<file path="src/rtl/sram_bist_pkg.sv">
// Shared types and constants for the SRAM BIST initiator.
// Holds the FSM state set and the fixed 8-entry test pattern list.
package sram_bist_pkg;

    typedef enum logic [2:0] {
        ST_IDLE  = 3'd0,
        ST_PREP  = 3'd1,
        ST_ISSUE = 3'd2,
        ST_HOLD  = 3'd3,
        ST_WAIT  = 3'd4,
        ST_DONE  = 3'd5
    } state_e;

    localparam int PATTERN_COUNT = 8;

    localparam logic [3:0] PAT_0 = 4'h0;
    localparam logic [3:0] PAT_1 = 4'hF;
    localparam logic [3:0] PAT_2 = 4'h5;
    localparam logic [3:0] PAT_3 = 4'hA;
    localparam logic [3:0] PAT_4 = 4'h1;
    localparam logic [3:0] PAT_5 = 4'h2;
    localparam logic [3:0] PAT_6 = 4'h4;
    localparam logic [3:0] PAT_7 = 4'h8;

endpackage

</file>
<file path="src/rtl/sram_bist_ctrl_if.sv">
// Command/response port of the 4-bit single-word SRAM test macro.
// master = BIST initiator (drives strobe and write data), slave = macro.
interface sram_bist_ctrl_if;
    logic       mem_enable;
    logic       mem_rnw;
    logic [3:0] mem_wdata;
    logic       mem_ready;
    logic [3:0] mem_rdata;

    modport master (
        output mem_enable, mem_rnw, mem_wdata,
        input  mem_ready, mem_rdata
    );

    modport slave (
        input  mem_enable, mem_rnw, mem_wdata,
        output mem_ready, mem_rdata
    );
endinterface

</file>
<file path="src/rtl/sram_bist_pattern_rom.sv">
// Pattern index to 4-bit test pattern lookup.
// Purely combinational, zero latency, no flow control.
module sram_bist_pattern_rom
    import sram_bist_pkg::*;
(
    input  logic [2:0] idx,
    output logic [3:0] pattern
);

    always_comb begin
        pattern = PAT_0;
        case (idx)
            3'd0: pattern = PAT_0;
            3'd1: pattern = PAT_1;
            3'd2: pattern = PAT_2;
            3'd3: pattern = PAT_3;
            3'd4: pattern = PAT_4;
            3'd5: pattern = PAT_5;
            3'd6: pattern = PAT_6;
            3'd7: pattern = PAT_7;
            default: pattern = PAT_0;
        endcase
    end

endmodule

</file>
<file path="src/rtl/sram_bist_ctrl.sv">
// SRAM BIST initiator: write/read-compare of 8 patterns, NUM_PASSES times, reporting pass/fail.
// 4 cycles per operation with an ideal macro; stalls on mem_ready=0, aborting after TIMEOUT cycles.
module sram_bist_ctrl
    import sram_bist_pkg::*;
#(
    parameter int NUM_PASSES = 1,
    parameter int TIMEOUT    = 15
) (
    input  logic                   clk,
    input  logic                   rst,
    input  logic                   start,
    output logic                   busy,
    output logic                   done,
    output logic                   pass,
    output logic                   fail,
    output logic                   timeout,
    output logic [2:0]             fail_index,
    output logic [3:0]             fail_data,
    sram_bist_ctrl_if.master       mem
);

    localparam int PC_W = $clog2(NUM_PASSES + 1);
    localparam int TO_W = $clog2(TIMEOUT + 1);
    localparam logic [PC_W-1:0] LAST_PASS = PC_W'(NUM_PASSES - 1);
    localparam logic [TO_W-1:0] TO_LAST   = TO_W'(TIMEOUT - 1);

    localparam logic [2:0] S_IDLE  = ST_IDLE;
    localparam logic [2:0] S_PREP  = ST_PREP;
    localparam logic [2:0] S_ISSUE = ST_ISSUE;
    localparam logic [2:0] S_HOLD  = ST_HOLD;
    localparam logic [2:0] S_WAIT  = ST_WAIT;
    localparam logic [2:0] S_DONE  = ST_DONE;

    logic [2:0]      state;
    logic [2:0]      idx;
    logic            phase;
    logic [PC_W-1:0] pass_cnt;
    logic [TO_W-1:0] to_cnt;
    logic [2:0]      rom_idx;
    logic [3:0]      rom_pat;
    logic            waiting;

    // Pattern for the operation about to be prepared; idx+1 wraps 7->0 for the next pass.
    always_comb begin
        rom_idx = 3'd0;
        if (state == S_WAIT) begin
            rom_idx = phase ? idx + 3'd1 : idx;
        end
    end

    assign waiting = (state == S_PREP) || (state == S_WAIT);

    sram_bist_pattern_rom u_rom (
        .idx     (rom_idx),
        .pattern (rom_pat)
    );

    always_ff @(posedge clk or posedge rst) begin
        if (rst) begin
            state          <= S_IDLE;
            idx            <= 3'd0;
            phase          <= 1'b0;
            pass_cnt       <= '0;
            to_cnt         <= '0;
            busy           <= 1'b0;
            done           <= 1'b0;
            pass           <= 1'b0;
            fail           <= 1'b0;
            timeout        <= 1'b0;
            fail_index     <= 3'd0;
            fail_data      <= 4'd0;
            mem.mem_enable <= 1'b0;
            mem.mem_rnw    <= 1'b0;
            mem.mem_wdata  <= 4'd0;
        end else if (waiting && !mem.mem_ready) begin
            if (to_cnt == TO_LAST) begin
                state   <= S_DONE;
                busy    <= 1'b0;
                done    <= 1'b1;
                fail    <= 1'b1;
                timeout <= 1'b1;
            end else begin
                to_cnt <= to_cnt + TO_W'(1);
            end
        end else begin
            case (state)
                S_IDLE, S_DONE: begin
                    if (start) begin
                        state         <= S_PREP;
                        idx           <= 3'd0;
                        phase         <= 1'b0;
                        pass_cnt      <= '0;
                        to_cnt        <= '0;
                        busy          <= 1'b1;
                        done          <= 1'b0;
                        pass          <= 1'b0;
                        fail          <= 1'b0;
                        timeout       <= 1'b0;
                        fail_index    <= 3'd0;
                        fail_data     <= 4'd0;
                        mem.mem_rnw   <= 1'b0;
                        mem.mem_wdata <= rom_pat;
                    end
                end
                S_PREP: begin
                    state          <= S_ISSUE;
                    mem.mem_enable <= 1'b1;
                    to_cnt         <= '0;
                end
                S_ISSUE: begin
                    state          <= S_HOLD;
                    mem.mem_enable <= 1'b0;
                end
                S_HOLD: state <= S_WAIT;
                S_WAIT: begin
                    to_cnt <= '0;
                    // mem_wdata still holds this index's pattern during the read
                    if (!phase) begin
                        state         <= S_PREP;
                        phase         <= 1'b1;
                        mem.mem_rnw   <= 1'b1;
                        mem.mem_wdata <= rom_pat;
                    end else if (mem.mem_rdata != mem.mem_wdata) begin
                        state      <= S_DONE;
                        busy       <= 1'b0;
                        done       <= 1'b1;
                        fail       <= 1'b1;
                        fail_index <= idx;
                        fail_data  <= mem.mem_rdata;
                    end else if (idx == 3'd7 && pass_cnt == LAST_PASS) begin
                        state <= S_DONE;
                        busy  <= 1'b0;
                        done  <= 1'b1;
                        pass  <= 1'b1;
                    end else begin
                        state         <= S_PREP;
                        phase         <= 1'b0;
                        idx           <= idx + 3'd1;
                        mem.mem_rnw   <= 1'b0;
                        mem.mem_wdata <= rom_pat;
                        if (idx == 3'd7) begin
                            pass_cnt <= pass_cnt + PC_W'(1);
                        end
                    end
                end
                default: state <= S_IDLE;
            endcase
        end
    end

endmodule

</file>
<file path="src/flat_wrapper.sv">
// flat-port wrapper written by rule: the top's interface ports become plain ports
module sram_bist_ctrl_flat import sram_bist_pkg::*;
#(
    parameter int NUM_PASSES = 1,
    parameter int TIMEOUT    = 15
)
  (clk, rst, start, busy, done, pass, fail, timeout, fail_index, fail_data, mem_mem_enable, mem_mem_rnw, mem_mem_wdata, mem_mem_ready, mem_mem_rdata);
  sram_bist_ctrl_if mem_i ();
  input  logic clk;
  input  logic rst;
  input  logic start;
  output logic busy;
  output logic done;
  output logic pass;
  output logic fail;
  output logic timeout;
  output logic [2:0] fail_index;
  output logic [3:0] fail_data;
  output wire logic [$bits(mem_i.mem_enable)-1:0] mem_mem_enable;
  output wire logic [$bits(mem_i.mem_rnw)-1:0] mem_mem_rnw;
  output wire logic [$bits(mem_i.mem_wdata)-1:0] mem_mem_wdata;
  input wire logic [$bits(mem_i.mem_ready)-1:0] mem_mem_ready;
  input wire logic [$bits(mem_i.mem_rdata)-1:0] mem_mem_rdata;
  assign mem_mem_enable = mem_i.mem_enable;
  assign mem_mem_rnw = mem_i.mem_rnw;
  assign mem_mem_wdata = mem_i.mem_wdata;
  assign mem_i.mem_ready = mem_mem_ready;
  assign mem_i.mem_rdata = mem_mem_rdata;
  sram_bist_ctrl #(.NUM_PASSES(NUM_PASSES), .TIMEOUT(TIMEOUT)) u_core (.clk(clk), .rst(rst), .start(start), .busy(busy), .done(done), .pass(pass), .fail(fail), .timeout(timeout), .fail_index(fail_index), .fail_data(fail_data), .mem(mem_i));
endmodule
</file>
<file path="config.mk">
export PLATFORM = sky130hd
export DESIGN_NAME = sram_bist_ctrl_flat
export DESIGN_NICKNAME = d
export VERILOG_FILES = /design/src/rtl/sram_bist_pkg.sv /design/src/rtl/sram_bist_ctrl_if.sv /design/src/rtl/sram_bist_pattern_rom.sv /design/src/rtl/sram_bist_ctrl.sv /design/src/flat_wrapper.sv
export SDC_FILE = /design/constraint.sdc
export NUM_CORES = 1
export LEC_CHECK = 0
export ABC_CLOCK_PERIOD_IN_PS = 5100
export BUFFER_PORTS_ARGS = -buffer_cell sky130_fd_sc_hd__buf_4
export CAP_MARGIN = 20
export CORE_MARGIN = 8
export CORE_UTILIZATION = 60
export DETAILED_ROUTE_END_ITERATION = 7
export PLACE_DENSITY = 0.81
export SLEW_MARGIN = 0
export SYNTH_ARGS = -nofsm -noshare
export SYNTH_HDL_FRONTEND = slang
export SYNTH_SLANG_ARGS = --single-unit
export TNS_END_PERCENT = 30
</file>
<file path="constraint.sdc">
create_clock -name clk -period 5.1 [get_ports clk]
set_input_delay 0 -clock clk [delete_from_list [all_inputs] [get_ports clk]]
set_output_delay 0 -clock clk [all_outputs]
set_load 0.01 [all_outputs]
</file>
==> results of run 1 <==
[layer usage]
layer | vias to the layer above | global-route usage | share of wire
met5 | - | 0 | 0
met4 | 0 | 0.0957 | 0.028
met3 | 12 | 0.0443 | 0.058
met2 | 44 | 0.232 | 0.47
met1 | 610 | 0.202 | 0.45
li1 | 636 | - | -
[cell usage after synthesis, types with 4 or more instances]
cell / instances
a22o_1: 9
xnor2_1: 5
dfrtp_1: 30
mux2_2: 5
o21ai_0: 7
mux2_1: 5
nand3_1: 7
mux2i_1: 4
buf_2: 4
a21oi_1: 9
nor2_1: 5
ha_1: 8
nand2_1: 9
inv_1: 12
[power breakdown]
group / internal, mW / switching (mW)
registers: 0.275 / 0.0711
clock network: 0.0494 / 0.0831
logic: 0.125 / 0.141
total: 0.449 / 0.295
[cells by family (layout without fill, tap and decap cells)]
logic type | Yosys count | after routing | share of synthesized area
multiplexers | 14 | 14 | 0.0900
AO/OA/AOI/OAI | 44 | 44 | 0.201
AND/OR/NAND/NOR | 37 | 37 | 0.123
flip-flops | 30 | 30 | 0.442
adder cells (fa/ha/maj) | 8 | 8 | 0.0590
XOR/XNOR | 6 | 6 | 0.0354
buffers and inverters | 19 | 51 | 0.0494
[repair_timing]
item | in CTS | in global routing
setup endpoints to repair | 0 | 0
endpoints found under the hold margin | 35 | 0
hold buffers | 6 | 0
[state kept, by name (all words and copies together) (netlist names), 3 cells and up]
| name | count |
|---|---|
| u_core.mem.mem_wdata | 4 |
| u_core.to_cnt | 4 |
| u_core.fail_index | 3 |
| u_core.state | 3 |
| u_core.idx | 3 |
| u_core.fail_data | 4 |
[per-stage QoR]
step                area, sq um  hold slack (ps)  setup slack (ps)
floorplan                  1700             90.8              3040
global placement           1880              246              2860
detailed placement         1880              255              2750
CTS                        1990             39.6              2740
global route               2020             56.1              2590
finish                     2020             53.1              2700
[final timing paths]
path	from	endpoint	slack [ps]	depth (start not counted)
min reg2reg	u_core.timeout$_DFFE_PP0P_	u_core.timeout$_DFFE_PP0P_	500	1
min	mem_mem_ready	u_core.mem.mem_enable$_DFFE_PP0P_	50	3
max in group asynchronous	rst	u_core.mem.mem_wdata[0]$_DFFE_PP0P_	4490	4
max reg2reg	u_core.state[0]$_DFFE_PP0P_	u_core.fail_data[2]$_DFFE_PP0P_	2700	4
min in group asynchronous	rst	u_core.idx[1]$_DFFE_PP0P_	180	3
max	u_core.state[0]$_DFFE_PP0P_	u_core.fail_data[2]$_DFFE_PP0P_	2700	4
[worst register-to-register path, delay by kind of cell, from the launching register on]
kind	cells	cell delay, ps
DFF	1	550
and+or+nand+nor	3	1560
AOI/OAI and AO/OA	1	210
[area by class of cell]
type | instances | area (sq um)
Clock inverter | 2 | 10.0
Inverter | 12 | 45.0
Multi-Input combinational cell | 109 | 862
Timing Repair Buffer | 32 | 275
Clock buffer | 5 | 37.5
Fill cell | 180 | 691
Sequential cell | 30 | 751
Tap cell | 31 | 38.8
==> flow_summary.yaml, run 1 <==
status:
  status: "finished, final reports clean"
finish:
  antenna_cells: 0
  finish.net_count: 206
  final_util: 0.745
  layout.cells.most_common: "dfrtp_1"
  final_cell_mix: "dfrtp_1 (30), buf_4 (25), inv_1 (12)"
  layout.cells.non_filler: 221
  fraction_of_final_layout_cells_with_drive_strength_greater_than_1: 0.253
  layout-area-overhead-vs-synth_pct: 19.0
logic_synthesis:
  synth_ff_type: "dfrtp_1"
  syn_avg_cell_area_sq_um: 10.7
  yosys_warnings: 0
  synth_enable_flop_cells: 0
  register_area_share_after_synthesis: 0.442
  synth_nets: 174
  syn_inst: 158
  synth_cell_types: 46
  synth.largest_area_cell: "dfrtp_1"
  postSynthRegisterBits: 30
  synth_async_sr_flop_share: 1.00
  post-synth-top-area-fraction: 0.442
  synth.top_cells.by_area: "dfrtp_1 (44%), ha_1 (5.9%), a22o_1 (4.6%), mux2_1 (3.3%), mux2_2 (3.3%)"
  post_synth_instance_area_sq_um: 1700
global_routing:
  first_global_vias: 1279
  globalRouteTotalUtil: 0.159
  grt_start_max_net_pins: 31
  grt_pass1_wl_mm: 6.29
  gr-total-overflow: 0
  grt_antenna_before_repair: 0
sta:
  setup_tns_ps: 0
  setup_viol_count_final: 0
  clock_skew_ps: 6.04
  period_minus_slack_ps: 2400
  tightest_slew_ps: 1110
  period_utilization_post_route: 0.470
  fmax_mhz: 418
  report.final.hold_viol_count: 0
  slew_violations: 0
  timing.slew.headroom: 0.250
  setup_repair_after_global_routing_missed_its_margin: "false"
worst_setup_path:
  timing.critical_path.slowest_cell_delay_ps: 990
  cp-end-kind: "flop"
  crit_path_start_kind: "flop"
  endpoint_arrival_time_on_the_critical_path_ps: 2670
  cp_max_fanout: 14
  criticalPathCategory: "reg2reg"
  timing.critical_path.slowest_stage_cell: "nor4bb_1"
  critPathBufInv: 0
  worst-endpoint-required_ps: 5370
  crit_chain: "nor4bb_1 > nand2_1 > nor2_2 > a22o_1"
  cp_top_family: "simple AND/OR/NAND/NOR gates"
drt:
  avgRoutedWirePerCell_microns: 17.8
  detail_route.drc_violations: 0
  detail_route.wirelength_mm: 3.94
  vias_per_cell: 5.89
  drt_first_pass_iters: 4
  initialDrtViolationCount: 155
  via_count: 1302
  final_antenna_net_count: 0
placed_design:
  place.gp.congestion: 0.860
  detailedPlacementHpwl_mm: 2.68
  count_of_buffers_inserted_at_the_top_level_ports: 25
  dp_cells: 207
floorplan:
  die_width_microns: 69.2
  std_cell_rows: 19
  io_pins: 26
  fp.dieH_microns: 69.2
  die_area_sq_um: 4790
  design.core.area_sq_um: 2710
  effective_utilization_at_floorplan: 0.626
job:
  max_cap_violations: 0
clock_tree:
  postCtsResizedCells: 0
  clock_path_buffers: 2
  root_buffer: "clkbuf_4"
  numClockSinks: 30
  cts_tree: "yes"
  post-cts-setup-buffer-count: 0
  cts.htree.levels: 2
  cts_buffers: 5
  worst_skew_pair.late_latency_ps: 340
  clk_pin_slew_ps: 90
power:
  vdd_drop_max_mv: 0.367
  p_leak_nw: 0.983
  powerDensity_nw_per_um2: 368
  post-layout-total-power_uw: 744
worst_hold_path:
  hp-class: "in2reg"
Power figures use the tool's default switching activity.
==> inputs of run 2 (changes only) <==
- ABC_AREA: unset -> 1
- ABC_CLOCK_PERIOD_IN_PS: 5100 -> 2500
- CORE_UTILIZATION: 60 -> 57
- PLACE_DENSITY: 0.81 -> 0.76
- clock period: 5.1 -> 2.5 ns (I/O delays scaled with it)
==> flow_summary.yaml, run 2 <==
global_routing:
  groute.layer.met3.usage: 0.0549
  grt_pass1_wl_mm: 6.44
  met1_usage: 0.199
  first_global_vias: 1452
  gr-total-overflow: 0
  use_met2: 0.229
  grt_start_max_net_pins: 31
  grt_antenna_before_repair: 0
  top_usage_layer: "met2"
  globalRouteTotalUtil: 0.154
sta:
  setup_viol_count_final: 0
  setup_tns_ps: 0
  fmax_mhz: 547
  clock_skew_ps: 13.2
  report.final.hold_viol_count: 0
  setup_repair_after_global_routing_missed_its_margin: "false"
  tightest_slew_ps: 378
  period_utilization_post_route: 0.731
  slew_violations: 0
  timing.slew.headroom: 0.748
  period_minus_slack_ps: 1830
  postLayoutSetupSlackWorst_ps: 672
clock_tree:
  root_buffer: "clkbuf_4"
  cts_tree: "yes"
  clk_pin_slew_ps: 100
  cts.htree.levels: 2
  numClockSinks: 30
  worst_skew_pair.late_latency_ps: 330
  cts_buffers: 5
  postCtsResizedCells: 0
  clock_path_buffers: 2
placed_design:
  detailedPlacementHpwl_mm: 2.85
  count_of_buffers_inserted_at_the_top_level_ports: 25
  placement.cell_area_sq_um: 2080
  place.gp.congestion: 0.865
  preCtsSetupSlack_ps: 667
finish:
  layout.cells.most_common: "nand2_1"
  final_util: 0.714
  antenna_cells: 0
  final.fill_count: 256
  layout-area-overhead-vs-synth_pct: 19.2
  fraction_of_final_layout_cells_with_drive_strength_greater_than_1: 0.239
  layout_top_registers: "u_core.fail_data: 4 flops, u_core.mem.mem_wdata: 4 flops, u_core.to_cnt: 4 flops"
  post-route-cell-area_sq_um: 2200
  final_cell_mix: "nand2_1 (70), dfrtp_1 (30), inv_1 (26), buf_4 (26), nand3_1 (19)"
  finish.net_count: 283
drt:
  via_count: 1552
  drt_first_pass_iters: 4
  final_antenna_net_count: 0
  detail_route.wirelength_mm: 3.82
  detail_route.drc_violations: 0
  initialDrtViolationCount: 70
  vias_per_cell: 4.97
  avgRoutedWirePerCell_microns: 12.2
floorplan:
  effective_utilization_at_floorplan: 0.599
  design.core.area_sq_um: 3080
  io_pins: 26
  die_width_microns: 72.9
  std_cell_rows: 20
  fp.dieH_microns: 72.9
  die_area_sq_um: 5310
power:
  p_leak_nw: 1.19
  vdd_drop_max_mv: 0.566
  powerDensity_nw_per_um2: 995
logic_synthesis:
  synth_common_cells: "nand2_1 (70), dfrtp_1 (30), inv_1 (26), nand3_1 (19), o21ai_0 (10)"
  synth_async_sr_flop_share: 1.00
  post-synth-top-area-fraction: 0.407
  synth_cell_types: 31
  post_synth_instance_area_sq_um: 1840
  synth_nets: 246
  post-synth-top-count-cell: "nand2_1"
  synth.top_cells.by_area: "dfrtp_1 (41%), nand2_1 (14%), ha_1 (5.4%), inv_1 (5.3%), nand3_1 (5.2%)"
  synth.largest_area_cell: "dfrtp_1"
  synth_enable_flop_cells: 0
  synth_ff_type: "dfrtp_1"
  register_area_share_after_synthesis: 0.407
  postSynthRegisterBits: 30
  syn_avg_cell_area_sq_um: 8.02
  yosys_warnings: 0
  syn_inst: 230
worst_setup_path:
  endpoint_arrival_time_on_the_critical_path_ps: 2060
  ff2ff_path_depth: 10
  worst-endpoint-required_ps: 2730
  cp-end-kind: "flop"
  crit_path_start_kind: "flop"
  criticalPathCategory: "reg2reg"
  regToRegSetupSlack_ps: 670
  cp_max_fanout: 12
  r2r_end: "u_core.mem.mem_wdata[0]$_DFFE_PP0P_"
  rr_startpoint: "u_core.state[1]$_DFFE_PP0P_"
worst_hold_path:
  hold_start: "mem_mem_ready"
  hold_depth: 3
  hp-class: "in2reg"
  hold_end: "u_core.mem.mem_enable$_DFFE_PP0P_"
job:
  max_cap_violations: 0
status:
  status: "finished, final reports clean"
run 2: cells by family (layout without fill, tap and decap cells):
kind of cell    count (synthesis)  count (layout)  share of synthesized area
flops                          30              30                      0.407
simple gates                  129             129                      0.371
buf+inv                        35              73                     0.0801
fa+ha+maj                       8               8                     0.0543
xor+xnor                        3               3                     0.0142
compound gates                 25              25                     0.0733
run 2: through the flow:
step | hold slack (ps) | power (mW) | instances
floorplan | 90.8 | 1.61 | 230
global placement | 103 | 1.87 | 298
detailed placement | 104 | 1.89 | 298
CTS | 158 | 2.20 | 312
global route | 163 | 2.37 | 312
finish | 169 | 2.19 | 312
run 2: where the power goes:
group          internal [mW]  switching [mW]
Clock                  0.136           0.165
Sequential             0.613           0.128
Combinational          0.413           0.733
run 2: area by class of cell:
class	count	area, sq um	area share
multi-input cells	165	946	0.430
inverters	33	131	0.0598
clock inverters	1	5.00	0.00228
clock buffers	7	55.1	0.0250
well taps	44	55.1	0.0250
flip-flops and latches	30	751	0.341
repair buffers	32	255	0.116
run 2: how the worst max path moves through the flow:
stage	start	end	slack, ps	depth (start not counted)
floorplan	u_core.state[1]$_DFFE_PP0P_	u_core.mem.mem_wdata[0]$_DFFE_PP0P_	790	11
global placement	u_core.state[1]$_DFFE_PP0P_	u_core.mem.mem_wdata[2]$_DFFE_PP0P_	680	10
CTS	u_core.state[1]$_DFFE_PP0P_	u_core.mem.mem_wdata[2]$_DFFE_PP0P_	660	10
finish	u_core.state[1]$_DFFE_PP0P_	u_core.mem.mem_wdata[0]$_DFFE_PP0P_	670	10
detailed placement	u_core.state[1]$_DFFE_PP0P_	u_core.mem.mem_wdata[0]$_DFFE_PP0P_	670	10
global route	u_core.state[1]$_DFFE_PP0P_	u_core.mem.mem_wdata[0]$_DFFE_PP0P_	520	10
run 2: routing by layer:
metal  up-vias  part of all wire
met4         0             0.016
met1       689              0.50
met5         -                 0
li1        821                 -
met2        34              0.42
met3         8             0.064
run 2: repair_timing:
action / CTS / global route
hold buffers: 6 / 0
endpoints found under the hold margin: 35 / 0
buffers inserted: 0 / 0
run 2: critical path, stage by stage, from the launching register on:
cell,delay [ps]
dfrtp_1,410
inv_2,160
nand3_4,210
nor2_4,160
inv_4,60
o21a_1,210
ha_1,280
nand2_1,80
nand2_1,50
nand3_1,70
nand2_1,50
==> inputs of run 3 (changes only) <==
- ABC_CLOCK_PERIOD_IN_PS: 2500 -> 1600
- CORE_UTILIZATION: 57 -> 51
- PLACE_DENSITY: 0.76 -> 0.72
- clock period: 2.5 -> 1.6 ns (I/O delays scaled with it)
==> flow_summary.yaml, run 3 (synthesized netlist as in run 2, its figures left out) <==
status:
  status: "finished, final reports clean"
placed_design:
  detailedPlacementHpwl_mm: 3.05
  place.gp.congestion: 0.856
  preCtsSetupSlack_ps: -12.2
  count_of_buffers_inserted_at_the_top_level_ports: 25
  dp_cells: 314
clock_tree:
  worst_skew_pair.late_latency_ps: 330
  clock_path_buffers: 2
  numClockSinks: 30
  cts_tree: "yes"
  cts_buffers: 5
  cts.htree.levels: 2
  clk_pin_slew_ps: 90
  root_buffer: "clkbuf_4"
floorplan:
  die_area_sq_um: 5800
  die_width_microns: 76.1
  effective_utilization_at_floorplan: 0.515
  io_pins: 26
  fp.dieH_microns: 76.1
  design.core.area_sq_um: 3580
  std_cell_rows: 22
worst_setup_path:
  cp_max_fanout: 4
  crit_path_start_kind: "flop"
  worst-endpoint-required_ps: 1820
  endpoint_arrival_time_on_the_critical_path_ps: 1770
  ff2ff_path_depth: 8
  cp-end-kind: "flop"
  criticalPathCategory: "reg2reg"
global_routing:
  gr-total-overflow: 0
  grt_pass1_wl_mm: 7.14
  first_global_vias: 1496
  grt_antenna_before_repair: 0
  globalRouteTotalUtil: 0.149
  grt_start_max_net_pins: 31
power:
  cell_internal_power_mw: 2.01
  power_frac_seq: 0.301
  powerDensity_nw_per_um2: 1550
  net-switching-power_mw: 1.74
  share_clk_of_total_power: 0.110
  vdd_drop_max_mv: 0.903
  p_leak_nw: 1.27
  power_frac_comb: 0.589
  sw_frac_of_total: 0.463
finish:
  antenna_cells: 0
  layout.cells.non_filler: 335
  fraction_of_final_layout_cells_with_drive_strength_greater_than_1: 0.331
  final_util: 0.677
  layout-area-overhead-vs-synth_pct: 31.3
  finish.net_count: 303
  layout.cells.most_common: "nand2_1"
  final_cell_mix: "nand2_1 (69), buf_4 (46), dfrtp_1 (28)"
  layout_top_registers: "u_core.fail_data: 4 flops, u_core.mem.mem_wdata: 4 flops, u_core.to_cnt: 4 flops"
drt:
  avgRoutedWirePerCell_microns: 12.8
  vias_per_cell: 4.97
  final_antenna_net_count: 0
  via_count: 1666
  initialDrtViolationCount: 127
  detail_route.drc_violations: 0
  drt_first_pass_iters: 4
  detail_route.wirelength_mm: 4.29
sta:
  period_utilization_post_route: 0.971
  postLayoutSetupSlackWorst_ps: 45.8
  setup_viol_count_final: 0
  fmax_mhz: 643
  clock_skew_ps: 12.1
  timing.slew.headroom: 0.751
  tightest_slew_ps: 374
  period_minus_slack_ps: 1550
  report.final.hold_viol_count: 0
  setup_repair_after_global_routing_missed_its_margin: "true"
  whs_ps: 147
  setup_tns_ps: 0
  slew_violations: 0
worst_hold_path:
  hp-class: "in2reg"
  hold_depth: 3
job:
  max_cap_violations: 0
==> run 3: final cells by class <==
cell class	count	area [sq um]
Tap cell	48	60.1
Timing Repair Buffer	52	405
Fill cell	316	1160
Clock buffer	7	45.0
Sequential cell	30	753
Multi-Input combinational cell	165	1030
Inverter	33	131
==> run 3: routing by layer <==
layer | track usage | vias to the layer above | share of wire
li1 | - | 852 | -
met4 | 0.0500 | 0 | 0.016
met1 | 0.204 | 772 | 0.48
met3 | 0.0519 | 9 | 0.050
met5 | 0 | - | 0
met2 | 0.211 | 33 | 0.46
==> run 3: power groups by stage <==
stage,Sequential [mW],Clock (mW),Combinational [mW]
after global placement,1.13,0,1.97
after detailed placement,1.14,0,2.00
after CTS,1.12,0.424,2.06
final,1.13,0.411,2.21
after floorplan,1.17,0,1.35
after global routing,1.16,0.467,2.45
==> run 3: through the flow <==
step                power (mW)  cell area, sq um
floorplan                 2.52              1840
global placement          3.10              2170
detailed placement        3.14              2170
CTS                       3.60              2290
global route              4.08              2420
finish                    3.75              2420
==> run 3: path summary, 6_finish.rpt <==
kind                                                  start                           endpoint  slack (ps)
max reg2reg                       u_core.idx[1]$_DFFE_PP0P_          u_core.idx[1]$_DFFE_PP0P_          50
max                               u_core.idx[1]$_DFFE_PP0P_          u_core.idx[1]$_DFFE_PP0P_          50
min in group asynchronous                               rst         u_core.timeout$_DFFE_PP0P_         290
min                                           mem_mem_ready  u_core.mem.mem_enable$_DFFE_PP0P_         150
max in group asynchronous                               rst           u_core.phase$_DFFE_PP0P_        1010
min reg2reg                u_core.fail_index[0]$_DFFE_PP0P_   u_core.fail_index[0]$_DFFE_PP0P_         480
==> run 3: timing repair <==
| item | CTS | global route |
|---|---|---|
| hold buffers | 6 | 0 |
| hold endpoints to repair | 35 | 0 |
| cloned | 0 | 0 |
| resized for setup | 0 | 16 |
| setup endpoints to repair | 2 | 20 |
| pin swaps | 2 | 17 |
| setup buffers | 2 | 6 |
==> run 3: worst max-delay path, stage by stage (launching register included) <==
cell and delay (ps):
dfrtp_1 420, ha_4 190, ha_4 160, nand2_1 110, nand3_1 160, nand2_1 170, nand3_2 100, nand2_1 70
nand2_1 60
